$ cat src/rtl/axi_write_sequencer.sv
// axi_write_sequencer: runs one AXI write at a time.
// It drives level-sensitive go signals to the AW, W and B channel engines and
// collects their done/error results. It checks BID against the command ID,
// abandons the attempt on timeout, and returns one status word per command.
// Optional feature: define WR_RETRY_EN to reissue the write after a BRESP
// error, up to MAX_RETRY times.
module axi_write_sequencer #(
  parameter int unsigned TIMEOUT_CYCLES = 1024,
  parameter int unsigned MAX_RETRY      = 3
) (
  input  logic        clk,
  input  logic        resetn,
  input  logic        cmd_valid,
  output logic        cmd_ready,
  input  logic [31:0] cmd_addr,
  input  logic [7:0]  cmd_len,
  input  logic [3:0]  cmd_id,
  output logic        aw_go,
  output logic        w_go,
  output logic        b_go,
  output logic [31:0] aw_addr,
  output logic [7:0]  aw_len,
  output logic [3:0]  aw_id,
  input  logic        aw_done,
  input  logic        w_done,
  input  logic        b_done,
  input  logic        b_error,
  input  logic [3:0]  b_id,
  output logic        rsp_valid,
  input  logic        rsp_ready,
  output logic [1:0]  rsp_status,
  output logic [1:0]  rsp_retries,
  output logic [2:0]  state_out
);

  typedef enum logic [2:0] {
    S_IDLE    = 3'b000,
    S_LAUNCH  = 3'b001,
    S_RUN     = 3'b010,
    S_RELEASE = 3'b011,
    S_REPORT  = 3'b100
  } state_t;

  // The timer is 16 bits wide and the retry count is 2 bits wide.
  if (TIMEOUT_CYCLES < 2 || TIMEOUT_CYCLES > 65536) begin : g_bad_timeout
    $error("TIMEOUT_CYCLES must be in 2..65536");
  end
  if (MAX_RETRY > 3) begin : g_bad_retry
    $error("MAX_RETRY must fit the 2-bit retry count");
  end

  localparam logic [15:0] TMO_LAST = 16'(TIMEOUT_CYCLES - 1);

  state_t      state, state_nxt;
  logic [15:0] timer;
  logic        aw_seen, w_seen, b_seen, err_bresp, err_id, tmo;
  logic [1:0]  status_now;
  logic        all_seen, tmo_hit, dones_low, retry_ok;

  // A done that arrives in the same cycle as the check counts as seen.
  assign all_seen  = (aw_seen | aw_done) & (w_seen | w_done) & (b_seen | b_done);
  assign tmo_hit   = (timer == TMO_LAST);
  assign dones_low = ~(aw_done | w_done | b_done);

  // Status priority: timeout, then ID mismatch, then BRESP error, then OKAY.
  always_comb begin
    status_now = 2'b00;
    if (tmo)            status_now = 2'b11;
    else if (err_id)    status_now = 2'b10;
    else if (err_bresp) status_now = 2'b01;
  end

`ifdef WR_RETRY_EN
  logic [1:0] retries;
  // Only a BRESP error is retried. Timeouts and ID mismatches are never retried.
  assign retry_ok    = (status_now == 2'b01) && (32'(retries) < MAX_RETRY);
  assign rsp_retries = retries;
`else
  assign retry_ok    = 1'b0;
  assign rsp_retries = '0;
`endif

  // State register.
  always_ff @(posedge clk or negedge resetn) begin
    if (!resetn) state <= S_IDLE;
    else         state <= state_nxt;
  end

  // Next-state logic.
  always_comb begin
    state_nxt = state;
    case (state)
      S_IDLE:    if (cmd_valid) state_nxt = S_LAUNCH;
      S_LAUNCH:  state_nxt = S_RUN;
      S_RUN:     if (all_seen || tmo_hit) state_nxt = S_RELEASE;
      S_RELEASE: if (dones_low) state_nxt = retry_ok ? S_LAUNCH : S_REPORT;
      S_REPORT:  if (rsp_ready) state_nxt = S_IDLE;
      default:   state_nxt = S_IDLE;
    endcase
  end

  // Output decode. Because go is decoded from the state, an async reset drops it at once.
  always_comb begin
    cmd_ready = (state == S_IDLE);
    aw_go     = (state == S_RUN);
    w_go      = (state == S_RUN);
    b_go      = (state == S_RUN);
    rsp_valid = (state == S_REPORT);
    state_out = state;
  end

  // Command latch, sticky completion flags, timer and result registers.
  always_ff @(posedge clk or negedge resetn) begin
    if (!resetn) begin
      aw_addr    <= '0;
      aw_len     <= '0;
      aw_id      <= '0;
      timer      <= '0;
      aw_seen    <= 1'b0;
      w_seen     <= 1'b0;
      b_seen     <= 1'b0;
      err_bresp  <= 1'b0;
      err_id     <= 1'b0;
      tmo        <= 1'b0;
      rsp_status <= '0;
`ifdef WR_RETRY_EN
      retries    <= '0;
`endif
    end else begin
      case (state)
        S_IDLE: begin
          if (cmd_valid) begin
            aw_addr <= cmd_addr;
            aw_len  <= cmd_len;
            aw_id   <= cmd_id;
`ifdef WR_RETRY_EN
            retries <= '0;
`endif
          end
        end
        S_LAUNCH: begin
          aw_seen   <= 1'b0;
          w_seen    <= 1'b0;
          b_seen    <= 1'b0;
          err_bresp <= 1'b0;
          err_id    <= 1'b0;
          tmo       <= 1'b0;
          timer     <= '0;
        end
        S_RUN: begin
          if (aw_done) aw_seen <= 1'b1;
          if (w_done)  w_seen  <= 1'b1;
          if (b_done && !b_seen) begin
            b_seen    <= 1'b1;
            err_bresp <= b_error;
            err_id    <= (b_id != aw_id);
          end
          if (timer != '1) timer <= timer + 16'd1;
          if (tmo_hit && !all_seen) tmo <= 1'b1;
        end
        S_RELEASE: begin
          if (dones_low) begin
`ifdef WR_RETRY_EN
            if (retry_ok) retries <= retries + 2'd1;
            else          rsp_status <= status_now;
`else
            rsp_status <= status_now;
`endif
          end
        end
        default: ;
      endcase
    end
  end

endmodule
$ cat config.mk
export PLATFORM = sky130hd
export DESIGN_NAME = axi_write_sequencer
export DESIGN_NICKNAME = d
export VERILOG_FILES = /design/src/rtl/axi_write_sequencer.sv
export SDC_FILE = /design/constraint.sdc
export NUM_CORES = 1
export LEC_CHECK = 0
export BUFFER_PORTS_ARGS = -buffer_cell sky130_fd_sc_hd__buf_2
export CORE_AREA = 2 2 83 85
export DETAILED_ROUTE_END_ITERATION = 8
export DIE_AREA = 0 0 85 87
export GPL_TIMING_DRIVEN = 1
export PLACE_DENSITY = 0.79
export SLEW_MARGIN = 20
export SYNTH_ARGS = -nofsm -noshare
export SYNTH_HDL_FRONTEND = slang
export SYNTH_SLANG_ARGS = --single-unit
$ cat constraint.sdc
create_clock -name clk -period 2.14 [get_ports clk]
set_input_delay 0.428 -clock clk [delete_from_list [all_inputs] [get_ports clk]]
set_output_delay 0.428 -clock clk [all_outputs]
set_load 0.01 [all_outputs]
==> results.tsv <==
stage	metric	value	unit
global_route	initial antenna violation count	1	
cells_and_area	Finished Layout Cells	450	
sta	Rel. slew slack	0.5540	
worst_setup_path	R2R Path End	timer[2]	
yosys	top-area cell type share of the netlist area	0.5624	
cells_and_area	layout net count	423	
yosys	Post-Synth XOR/XNOR Area	0.01663	
detailed_routing	DR pass1 iterations	4	
clocking	hold buffers post-CTS	0	
placed_design	Port-buffer cells	109	
pwr	Leakage	1.831	nW
floorplan	Die Span Y	87	um
sta	Tcrit/Tclk final	0.9308	
hold_path	Worst Hold Class	in2async	
floorplan	die footprint	7395	um2
clocking	Post-CTS Setup Bufs	0	
yosys	largest family of logic cells by synthesized area	multiplexers	
clocking	clock sinks	71	
yosys	most instantiated cells after synthesis	dfrtp_1 (71), mux2_2 (44), nand2_1 (18), nor2_1 (10)	
worst_setup_path	WP data required	1.71	ns
yosys	Netlist cell types	44	
floorplan	number of top-level pins	112	
global_route	largest net degree at the start of global routing	45	
floorplan	row count	30	
sta	RSZ-0062 raised after global routing	no	
sta	Slew @ Worst Pin	0.6690	ns
yosys	Avg Inst Size Synth	12.29	um2
clocking	Max Buffers Root-to-Sink	2	
yosys	Synth Area in Compound Gates	0.05822	
yosys	Synth area leader	dfrtp_1	
worst_setup_path	endpoint class of the critical path	primary output	
yosys	Main synth FF type	dfrtp_1	
worst_setup_path	reg2reg path depth	5	
yosys	Cells after Synth	257	
global_route	first-pass GRT wire length	11210	um
placed_design	post-DP HPWL	5082	um
cells_and_area	antenna cells	0	
clocking	H-tree Lvls	3	
detailed_routing	# DRC	0	
sta	setup_tns	0	ns
yosys	sequential area share after synthesis	0.5624	
global_route	grt total ovfl	0	
global_route	Total Routing Usage GR	0.1931	
cells_and_area	Synth-to-Final Area Change	25.35	%
yosys	most common cell in the netlist	dfrtp_1	
placed_design	worst slack, placed	0.2943	ns
detailed_routing	First DRT Iteration DRCs	98	
worst_setup_path	maximum fanout along the worst path	11	
sta	Slew Viols, Final	0	
floorplan	die width	85	um
detailed_routing	Avg WL per Cell	14.85	um
worst_setup_path	Critical Path AT	1.56	ns
cells_and_area	Final Core Density	0.6029	
worst_setup_path	RR Startpoint	timer[0]	
worst_setup_path	critical setup path kind	reg2out	
worst_setup_path	CP Launch Type	register	
worst_setup_path	R2R Setup Slk	0.26	ns
yosys	Synth Area in Adders	0.003960	
sta	Final min period	1.992	ns
floorplan	core area	6569	um2
global_route	vias in the first global route	2450	
sta	Final Setup Violations	0	
clocking	Clock transition at path regs	0.08	ns
job	max_cap viols	0	
yosys	post-synthesis mux area share	0.1822	
yosys	Simple-Gate Fraction of Synth Area	0.1394	
clocking	CTS root buf	clkbuf_8	
worst_setup_path	Critical Path Source	state_out[2]	
detailed_routing	Vias	2425	
cells_and_area	ratio of cells with drive above 1 in the final layout	0.4811	
yosys	top post-synthesis cells by area	dfrtp_1 (56%), mux2_2 (16%), mux2i_1 (2.5%), nand2_1 (2.1%), nand4_1 (1.8%)	
clocking	CTS tree	built	
sta	fmax	502.0	MHz
detailed_routing	vias per cell	5.389	
detailed_routing	number of antenna-violating nets in the routed design	0	
pwr	pwr dens	1311	nW/um2
sta	skew final	0.01124	ns
worst_setup_path	critical path capture point	aw_go	
placed_design	Post-Place Cells	435	
yosys	number of flops mapped to enable cells by yosys	0	
sta	Final WS setup	0.1480	ns
yosys	Async S/R FF share, synth	1.000	
floorplan	Initial Util	0.4810	
yosys	Cell Area, Synth	3159	um2
clocking	post_cts resized	0	
yosys	#FFs+latches synth	71	
yosys	Yosys Warn Count	0	
pwr	Peak VDD IR	760.6	uV
placed_design	Placer Congestion	0.8219	
outcome	status	finished clean	
clocking	TritonCTS buffer count	9	
clocking	clock latency at the later pin of the worst-skew pair	0.34	ns
sta	final hold violation count	0	
detailed_routing	total wire length	6682	um
==> where the power goes <==
group	total [mW]	switching [mW]	internal (mW)	leakage, nW
clock	0.935	0.490	0.445	0.0881
sequential	2.21	0.320	1.89	0.880
combinational	2.05	1.02	1.03	0.863
==> layer usage <==
metal,vias to the layer above,GRT usage,part of all wire
met1,1187,0.2392,0.41
met4,0,0.09812,0.029
met3,15,0.04550,0.052
met2,75,0.3175,0.51
li1,1148,-,-
met5,-,0,0
==> cell type report <==
| class | instances | area [um2] |
|---|---|---|
| fill | 552 | 2609 |
| sequential | 71 | 1777 |
| multi-input combinational | 166 | 1274 |
| timing repair buffer | 113 | 613.1 |
| clock buffer | 10 | 137.6 |
| tap | 80 | 100.1 |
| clock inverter | 5 | 35.03 |
| inverter | 5 | 23.77 |
==> cell usage in the layout (no fill, tap or decap), drive strengths merged, types with 3 or more instances in the layout <==
master	Yosys	routed
o31ai	4	4
inv	4	4
nor3	9	9
clkbuf	5	10
mux2i	8	8
nand2	18	18
a21oi	6	6
nand4	9	9
mux2	44	44
nor2	10	10
nand3b	3	3
xnor2	6	6
clkinv	1	5
dfrtp	71	71
o21ai	7	7
buf	11	113
or3	3	3
nand3	8	8
==> registers in the layout (all words and copies together), names as in the netlist, 2 cells and up <==
| register | cells |
|---|---|
| aw_addr | 32 |
| timer | 16 |
| aw_len | 8 |
| aw_id | 4 |
| state_out | 3 |
| rsp_status | 2 |
==> per-stage QoR <==
stage | instance area [um2] | hold WS, ns | power [mW]
5_1_grt | 3960 | 0.1298 | 5.539
4_1_cts | 3960 | 0.1080 | 5.261
3_3_place_gp | 3787 | 0.4671 | 4.215
3_5_place_dp | 3787 | 0.4741 | 4.312
2_1_floorplan | 3163 | 0.1324 | 3.531
6_report | 3960 | 0.09624 | 5.193
==> cells by family after synthesis <==
group / after synthesis
xor gates and xnor gates: 6
and+or+nand+nor: 77
adders and majority gates: 1
other: 1
DFF: 71
AOI/OAI and AO/OA: 28
muxes: 52
buffers and inverters: 21
==> worst max-delay path: stages, from the launching register on <==
cell      delay (ns)
dfrtp_1         0.45
or3b_4          0.52
clkinv_4        0.12
buf_2           0.15
==> how the worst min path moves through the flow <==
stage                       from    endpoint  slack [ns]  cells after the start
final                     resetn   timer[13]         0.1                      1
after global routing      resetn   timer[13]        0.13                      1
after CTS                 resetn   timer[13]        0.11                      1
after global placement    resetn   timer[13]        0.47                      1
after floorplan           resetn  aw_addr[0]        0.13                      0
after detailed placement  resetn   timer[13]        0.47                      1
No activity file was read; power rests on OpenSTA's default activity.
